===== config.mk =====
export PLATFORM = sky130hd
export DESIGN_NAME = serial_cmd_rx_flat
export DESIGN_NICKNAME = d
export VERILOG_FILES = /design/src/rtl/serial_cmd_rx_if.sv /design/src/rtl/serial_cmd_rx.sv /design/src/flat_wrapper.sv
export SDC_FILE = /design/constraint.sdc
export NUM_CORES = 1
export LEC_CHECK = 0
export ABC_AREA = 1
export CAP_MARGIN = 20
export CORE_ASPECT_RATIO = 1.4
export CORE_MARGIN = 2
export CORE_UTILIZATION = 60
export DETAILED_ROUTE_END_ITERATION = 16
export PLACE_DENSITY = 0.81
export SLEW_MARGIN = 20
export SYNTH_ARGS = -nofsm -noshare
export SYNTH_HDL_FRONTEND = slang
export SYNTH_SLANG_ARGS = --single-unit

===== constraint.sdc =====
create_clock -name CLK -period 4.8 [get_ports CLK]
set_input_delay 0.48 -clock CLK [delete_from_list [all_inputs] [get_ports CLK]]
set_output_delay 0.48 -clock CLK [all_outputs]
set_load 0.02 [all_outputs]

===== src/rtl/serial_cmd_rx_if.sv =====
// Decoded-command bus from the serial command receiver to the LED register bank.
interface serial_cmd_rx_if;
  logic       CMD_VALID;
  logic [2:0] CMD_INSTR;
  logic [4:0] CMD_ADDR;
  logic       CMD_ERR;
  logic [7:0] ERR_COUNT;
  logic       BUSY;

  modport master (output CMD_VALID, CMD_INSTR, CMD_ADDR, CMD_ERR, ERR_COUNT, BUSY);
  modport slave  (input  CMD_VALID, CMD_INSTR, CMD_ADDR, CMD_ERR, ERR_COUNT, BUSY);
endinterface


===== src/rtl/serial_cmd_rx.sv =====
// Serial command receiver: oversamples SCLK/DATA/LATCH, shifts in MSB-first words
// and strobes validated instruction/address (or a frame error) to the LED bank.
module serial_cmd_rx #(
  parameter int MSB      = 8,
  parameter int NUM_LEDS = 23,
  parameter int TIMEOUT  = 1000
) (
  input  logic            CLK,
  input  logic            RESET,
  input  logic            SCLK,
  input  logic            DATA,
  input  logic            LATCH,
  serial_cmd_rx_if.master cmd
);

  localparam logic [3:0]  FULL_CNT = 4'(MSB);
  localparam logic [5:0]  ADDR_LIM = 6'(NUM_LEDS);
  localparam logic [15:0] TMO_LIM  = 16'(TIMEOUT);

  typedef enum logic [1:0] {IDLE, SHIFT, LATCHED} state_t;

  state_t         state, state_nxt;
  logic           sclk_p0, sclk_p1, sclk_p2;
  logic           data_p0, data_p1;
  logic           latch_p0, latch_p1, latch_p2;
  logic [1:0]     settle;
  logic           sclk_rise_p3, latch_rise_p3;
  logic [MSB-1:0] shreg, shreg_nxt;
  logic [3:0]     cnt, cnt_nxt;
  logic [15:0]    tmo, tmo_nxt;
  logic           valid_q, valid_nxt;
  logic           err_q, err_nxt;
  logic [2:0]     instr_q, instr_nxt;
  logic [4:0]     addr_q, addr_nxt;
  logic [7:0]     errcnt_q, errcnt_nxt;
  logic           do_eval;

  function automatic logic [7:0] sat_inc8(input logic [7:0] v);
    return (v == 8'hFF) ? v : v + 8'd1;
  endfunction

  function automatic logic [3:0] sat_inc4(input logic [3:0] v);
    return (v == 4'hF) ? v : v + 4'd1;
  endfunction

  // p0/p1: synchronisers; p2: edge-detect history; p3: registered edge pulses.
  // latch_p2 is held at 1 until p1 carries real samples, so a LATCH held high
  // across reset release never looks like a rising edge.
  always_ff @(posedge CLK or negedge RESET) begin
    if (!RESET) begin
      sclk_p0       <= 1'b0;
      sclk_p1       <= 1'b0;
      sclk_p2       <= 1'b0;
      data_p0       <= 1'b0;
      data_p1       <= 1'b0;
      latch_p0      <= 1'b0;
      latch_p1      <= 1'b0;
      latch_p2      <= 1'b1;
      settle        <= 2'd0;
      sclk_rise_p3  <= 1'b0;
      latch_rise_p3 <= 1'b0;
    end else begin
      sclk_p0       <= SCLK;
      sclk_p1       <= sclk_p0;
      sclk_p2       <= sclk_p1;
      data_p0       <= DATA;
      data_p1       <= data_p0;
      latch_p0      <= LATCH;
      latch_p1      <= latch_p0;
      latch_p2      <= (settle == 2'd2) ? latch_p1 : latch_p2;
      settle        <= (settle == 2'd2) ? settle : settle + 2'd1;
      sclk_rise_p3  <= sclk_p1 & ~sclk_p2;
      latch_rise_p3 <= latch_p1 & ~latch_p2;
    end
  end

  always_ff @(posedge CLK or negedge RESET) begin
    if (!RESET) begin
      state    <= IDLE;
      shreg    <= '0;
      cnt      <= '0;
      tmo      <= '0;
      valid_q  <= 1'b0;
      err_q    <= 1'b0;
      instr_q  <= '0;
      addr_q   <= '0;
      errcnt_q <= '0;
    end else begin
      state    <= state_nxt;
      shreg    <= shreg_nxt;
      cnt      <= cnt_nxt;
      tmo      <= tmo_nxt;
      valid_q  <= valid_nxt;
      err_q    <= err_nxt;
      instr_q  <= instr_nxt;
      addr_q   <= addr_nxt;
      errcnt_q <= errcnt_nxt;
    end
  end

  always_comb begin
    state_nxt  = state;
    shreg_nxt  = shreg;
    cnt_nxt    = cnt;
    tmo_nxt    = tmo;
    valid_nxt  = 1'b0;
    err_nxt    = 1'b0;
    instr_nxt  = instr_q;
    addr_nxt   = addr_q;
    errcnt_nxt = errcnt_q;
    do_eval    = 1'b0;
    unique case (state)
      IDLE: begin
        tmo_nxt = '0;
        if (latch_rise_p3) begin
          do_eval   = 1'b1;
          state_nxt = LATCHED;
        end else if (sclk_rise_p3) begin
          shreg_nxt = {shreg[MSB-2:0], data_p1};
          cnt_nxt   = sat_inc4(cnt);
          state_nxt = SHIFT;
        end
      end
      SHIFT: begin
        // Latch wins over a coincident SCLK rise: that bit is dropped.
        if (latch_rise_p3) begin
          do_eval   = 1'b1;
          tmo_nxt   = '0;
          state_nxt = LATCHED;
        end else if (sclk_rise_p3) begin
          shreg_nxt = {shreg[MSB-2:0], data_p1};
          cnt_nxt   = sat_inc4(cnt);
          tmo_nxt   = '0;
        end else if (tmo == TMO_LIM) begin
          cnt_nxt   = '0;
          tmo_nxt   = '0;
          state_nxt = IDLE;
        end else begin
          tmo_nxt   = tmo + 16'd1;
        end
      end
      LATCHED: begin
        tmo_nxt = '0;
        if (!latch_p1) begin
          cnt_nxt   = '0;
          state_nxt = IDLE;
        end
      end
      default: state_nxt = IDLE;
    endcase
    if (do_eval) begin
      if (cnt == FULL_CNT && {1'b0, shreg[4:0]} < ADDR_LIM) begin
        valid_nxt = 1'b1;
        instr_nxt = shreg[MSB-1:MSB-3];
        addr_nxt  = shreg[4:0];
      end else begin
        err_nxt    = 1'b1;
        errcnt_nxt = sat_inc8(errcnt_q);
      end
    end
  end

  assign cmd.CMD_VALID = valid_q;
  assign cmd.CMD_ERR   = err_q;
  assign cmd.CMD_INSTR = instr_q;
  assign cmd.CMD_ADDR  = addr_q;
  assign cmd.ERR_COUNT = errcnt_q;
  assign cmd.BUSY      = (state == SHIFT);

endmodule


===== src/flat_wrapper.sv =====
// flat-port wrapper written by rule: the top's interface ports become plain ports
module serial_cmd_rx_flat 
#(
  parameter int MSB      = 8,
  parameter int NUM_LEDS = 23,
  parameter int TIMEOUT  = 1000
)
  (CLK, RESET, SCLK, DATA, LATCH, cmd_CMD_VALID, cmd_CMD_INSTR, cmd_CMD_ADDR, cmd_CMD_ERR, cmd_ERR_COUNT, cmd_BUSY);
  serial_cmd_rx_if cmd_i ();
  input  logic CLK;
  input  logic RESET;
  input  logic SCLK;
  input  logic DATA;
  input  logic LATCH;
  output wire logic [$bits(cmd_i.CMD_VALID)-1:0] cmd_CMD_VALID;
  output wire logic [$bits(cmd_i.CMD_INSTR)-1:0] cmd_CMD_INSTR;
  output wire logic [$bits(cmd_i.CMD_ADDR)-1:0] cmd_CMD_ADDR;
  output wire logic [$bits(cmd_i.CMD_ERR)-1:0] cmd_CMD_ERR;
  output wire logic [$bits(cmd_i.ERR_COUNT)-1:0] cmd_ERR_COUNT;
  output wire logic [$bits(cmd_i.BUSY)-1:0] cmd_BUSY;
  assign cmd_CMD_VALID = cmd_i.CMD_VALID;
  assign cmd_CMD_INSTR = cmd_i.CMD_INSTR;
  assign cmd_CMD_ADDR = cmd_i.CMD_ADDR;
  assign cmd_CMD_ERR = cmd_i.CMD_ERR;
  assign cmd_ERR_COUNT = cmd_i.ERR_COUNT;
  assign cmd_BUSY = cmd_i.BUSY;
  serial_cmd_rx #(.MSB(MSB), .NUM_LEDS(NUM_LEDS), .TIMEOUT(TIMEOUT)) u_core (.CLK(CLK), .RESET(RESET), .SCLK(SCLK), .DATA(DATA), .LATCH(LATCH), .cmd(cmd_i));
endmodule

==> impl_summary.log <==
[metrics] status: finished clean
[metrics] clock-pin slew reported for the worst setup and hold paths after clock tree synthesis: roughly 0.080 ns
[metrics] buffer depth of the longest clock path: 2
[metrics] number of synthesized register bits: 60
[metrics] highest clock frequency the design can meet: between 400 and 500 MHz
[metrics] non-filler cells, final: approximately 460
[metrics] Placeable Area: slightly below 5000 um^2
[metrics] Vias per Instance: 5.188
[metrics] Vias: about 2400
[metrics] leading cell types by total area after synthesis: sky130_fd_sc_hd__dfrtp_1, sky130_fd_sc_hd__nand2_1, sky130_fd_sc_hd__nor2_1
[metrics] final critical-path share of the clock period: 0.4886
[metrics] maximum number of pins on one net before global-route repair: 61
[metrics] layout cell share with drive strength beyond 1: 0.1168
[metrics] area enclosed by the die boundary: between 5000 and 6000 um^2
[metrics] total of cells resized after clock tree synthesis: 0
[metrics] drt pass-1 iters: 4
[metrics] Slew @ Worst Pin: between 0.7 and 0.8 ns
[metrics] CTS tree: yes
[metrics] hold violation total from the final report: 0
[metrics] net count of the mapped netlist: between 300 and 400
[metrics] yosys warns: 0
[metrics] async set or reset register ratio after synthesis: 1.000
[metrics] total negative slack: 0 ns
[metrics] final HPWL from detailed placement: 4143 um
[metrics] fraction of the yosys area taken by sequential cells: 0.4851
[metrics] mean area per synthesized cell: a little under 9 um^2
[metrics] largest fanout on the critical path: 8
[metrics] wirelength, routed: between 5000 and 6000 um
[metrics] Layout area overhead: 16.60%
[metrics] WP data arrival: 1.87 ns
[metrics] clock latency on the worst-skew pair: 0.34 ns
[metrics] Critical Path RT: around 4.3 ns
[metrics] post-synthesis cell count: around 360
[metrics] first-iteration detailed-routing DRC count: 97
[metrics] type of origin of the critical path: flip-flop
[metrics] maximum clock skew at final layout: ~0.015 ns
[metrics] Max VDD drop: approximately 0.56 mV
[metrics] Setup Fix Bufs, Post-CTS: 0
[metrics] worst-case headroom to the max-slew limit: 0.4890
[metrics] Die Span X: around 65 um
[metrics] number of cells after detailed placement: between 400 and 500
[metrics] number of nets in the layout: between 400 and 500
[metrics] RSZ-0062 raised after global routing: no
[metrics] die height: 89.02 um
[metrics] FILL cells: 360
[metrics] top_reg_cell synth: sky130_fd_sc_hd__dfrtp_1
[metrics] boundary pin count: 24
[metrics] Yosys top cell by area: sky130_fd_sc_hd__dfrtp_1
[metrics] clock buffer count from CTS: 9
[metrics] master cell of the clock root buffer: sky130_fd_sc_hd__clkbuf_8
[metrics] register area: approximately 1500 um^2
[metrics] wire per inst: 12.98 um
[metrics] post-route minimum period: between 2 and 2.5 ns
[metrics] post-synthesis instance area: between 3000 and 4000 um^2
[metrics] share of the synthesized area in the top cell type: 0.4766
[metrics] number of global-route vias before repair: approximately 2400
[metrics] TritonCTS Sinks: 60
[metrics] wire length of the first global-routing pass: roughly 10000 um
[metrics] total count of max-transition violations in the final report: 0
[metrics] number of diodes added for antenna fixing: 0
[metrics] kind of critical path: flip-flop to output pin
[metrics] area of the multi-input gates: around 1400 um^2
[metrics] hold buffers post-CTS: 0
[metrics] number of H-tree levels: 3
[metrics] global placement routability congestion: roughly 0.86
[metrics] remaining routing DRC violations: 0
[metrics] library cells used by synthesis: 33
[metrics] Hold WC Path Type: input pin to asynchronous set/reset pin
[metrics] global-route usage over all layers: 0.2325
[metrics] initial antenna violation count: 0
[metrics] number of synthesized flops with an enable pin: 0
[metrics] effective utilization at floorplan: 0.6300
[metrics] number of cell rows: 30
[metrics] total power per unit cell area: just over 500 nW/um^2
[metrics] IO buf count: 23
[metrics] capturing element type of the critical path: output pin
[metrics] final global-route overflow total: 0
[metrics] Max-cap violations: 0
[metrics] final antenna-violating net count: 0
[metrics] Static Leak: 1.679 nW
[metrics] final setup vio count: 0
worst max-delay path, stage by stage (launching register included):
cell	delay, ns
sky130_fd_sc_hd__dfrtp_1	0.43
sky130_fd_sc_hd__inv_1	0.09
sky130_fd_sc_hd__ha_1	0.33
sky130_fd_sc_hd__clkdlybuf4s50_1	0.68
final timing paths:
kind	from	to	slack (ns)	cells after the start
max in group asynchronous	RESET	u_core.tmo[14]	3.98	2
hold / removal	RESET	u_core.tmo[10]	0.28	2
hold reg to reg	u_core.sclk_p0	u_core.sclk_p1	0.35	0
min in group CLK	u_core.sclk_p0	u_core.sclk_p1	0.35	0
setup / recovery	u_core.state[1]	cmd_BUSY	2.45	3
setup reg to reg	u_core.state[0]	u_core.tmo[13]	3.12	5
routing by layer:
layer / share of wire / track usage / vias up
met3: 0.027 / 0.04408 / 12
met4: 0.023 / 0.1315 / 0
met1: 0.42 / 0.2525 / 1135
li1: - / - / 1190
met5: 0 / 0 / -
met2: 0.53 / 0.4236 / 39
layout make-up:
cell class / instances / area share
multi-input cells: 259 / 0.3970
inverters: 35 / 0.03776
clock inverters: 5 / 0.02355
repair buffers: 24 / 0.06443
well taps: 64 / 0.02217
flip-flops and latches: 60 / 0.4160
clock buffers: 11 / 0.03914
state kept, by name (all words and copies together) (netlist names):
register              count
u_core.cmd.CMD_ADDR       5
u_core.cmd.CMD_ERR        1
u_core.cmd.CMD_INSTR      3
u_core.cmd.CMD_VALID      1
u_core.cmd.ERR_COUNT      8
u_core.cnt                4
u_core.data_p0            1
u_core.data_p1            1
u_core.latch_p0           1
u_core.latch_p1           1
u_core.latch_p2           1
u_core.latch_rise_p3      1
u_core.sclk_p0            1
u_core.sclk_p1            1
u_core.sclk_p2            1
u_core.sclk_rise_p3       1
u_core.settle             2
u_core.shreg              8
u_core.state              2
u_core.tmo               16
cells in the mapped netlist (all sizes together) (6+ instances only):
cell and n:
a21oi 7, nand3 20, nor2 50, xnor2 9, o21a 6, xor2 9, dfrtp 59, nand4 6
ha 11, nand2 111, inv 35, o21ai 21
cell families (layout without fill, tap and decap cells):
kind of cell	Yosys count	count (layout)	synth area share
xor+xnor	18	18	0.05089
compound gates	38	38	0.07997
fa+ha+maj	11	11	0.04443
simple gates	192	192	0.2876
flops	60	60	0.4851
buf+inv	38	75	0.05210
power breakdown:
part	internal (mW)	switching (mW)	leakage, nW	total [mW]
clock network	0.308	0.202	0.110	0.511
logic	0.252	0.387	0.783	0.639
registers	0.611	0.0941	0.786	0.705
per-stage QoR:
| step | worst slack [ns] | util | total power [mW] | hold slack, ns | instance area, um^2 |
|---|---|---|---|---|---|
| after floorplan | 3.147 | - | 1.147 | 0.1844 | 3098 |
| after global placement | 2.842 | 0.6886 | 1.323 | 0.3384 | 3386 |
| after detailed placement | 2.807 | 0.6886 | 1.348 | 0.3347 | 3386 |
| after CTS | 2.438 | 0.7346 | 1.870 | 0.3053 | 3612 |
| after global routing | 2.342 | 0.7346 | 1.972 | 0.3436 | 3612 |
| final | 2.455 | 0.7346 | 1.855 | 0.2794 | 3612 |
cell usage in the layout, fill, tap and decap left out, types with 2 or more instances in the layout:
cell,n
sky130_fd_sc_hd__nor3_1,2
sky130_fd_sc_hd__o21ai_0,5
sky130_fd_sc_hd__inv_1,32
sky130_fd_sc_hd__inv_2,2
sky130_fd_sc_hd__xor2_1,9
sky130_fd_sc_hd__xnor2_1,9
sky130_fd_sc_hd__o21a_1,6
sky130_fd_sc_hd__bufinv_16,2
sky130_fd_sc_hd__nand3_1,19
sky130_fd_sc_hd__a21oi_1,5
sky130_fd_sc_hd__ha_1,11
sky130_fd_sc_hd__nand4_1,6
sky130_fd_sc_hd__nor2_8,2
sky130_fd_sc_hd__o21ai_2,3
sky130_fd_sc_hd__a21oi_4,2
sky130_fd_sc_hd__nor2_1,41
sky130_fd_sc_hd__nand2_4,2
sky130_fd_sc_hd__o21bai_1,2
sky130_fd_sc_hd__clkinv_4,2
sky130_fd_sc_hd__nand2_2,6
sky130_fd_sc_hd__nor2_2,4
sky130_fd_sc_hd__nand2_1,103
sky130_fd_sc_hd__clkbuf_8,10
sky130_fd_sc_hd__clkdlybuf4s50_1,22
sky130_fd_sc_hd__o21ai_1,13
sky130_fd_sc_hd__dfrtp_1,59
sky130_fd_sc_hd__nor2_4,3
Power figures use the tool's default switching activity.
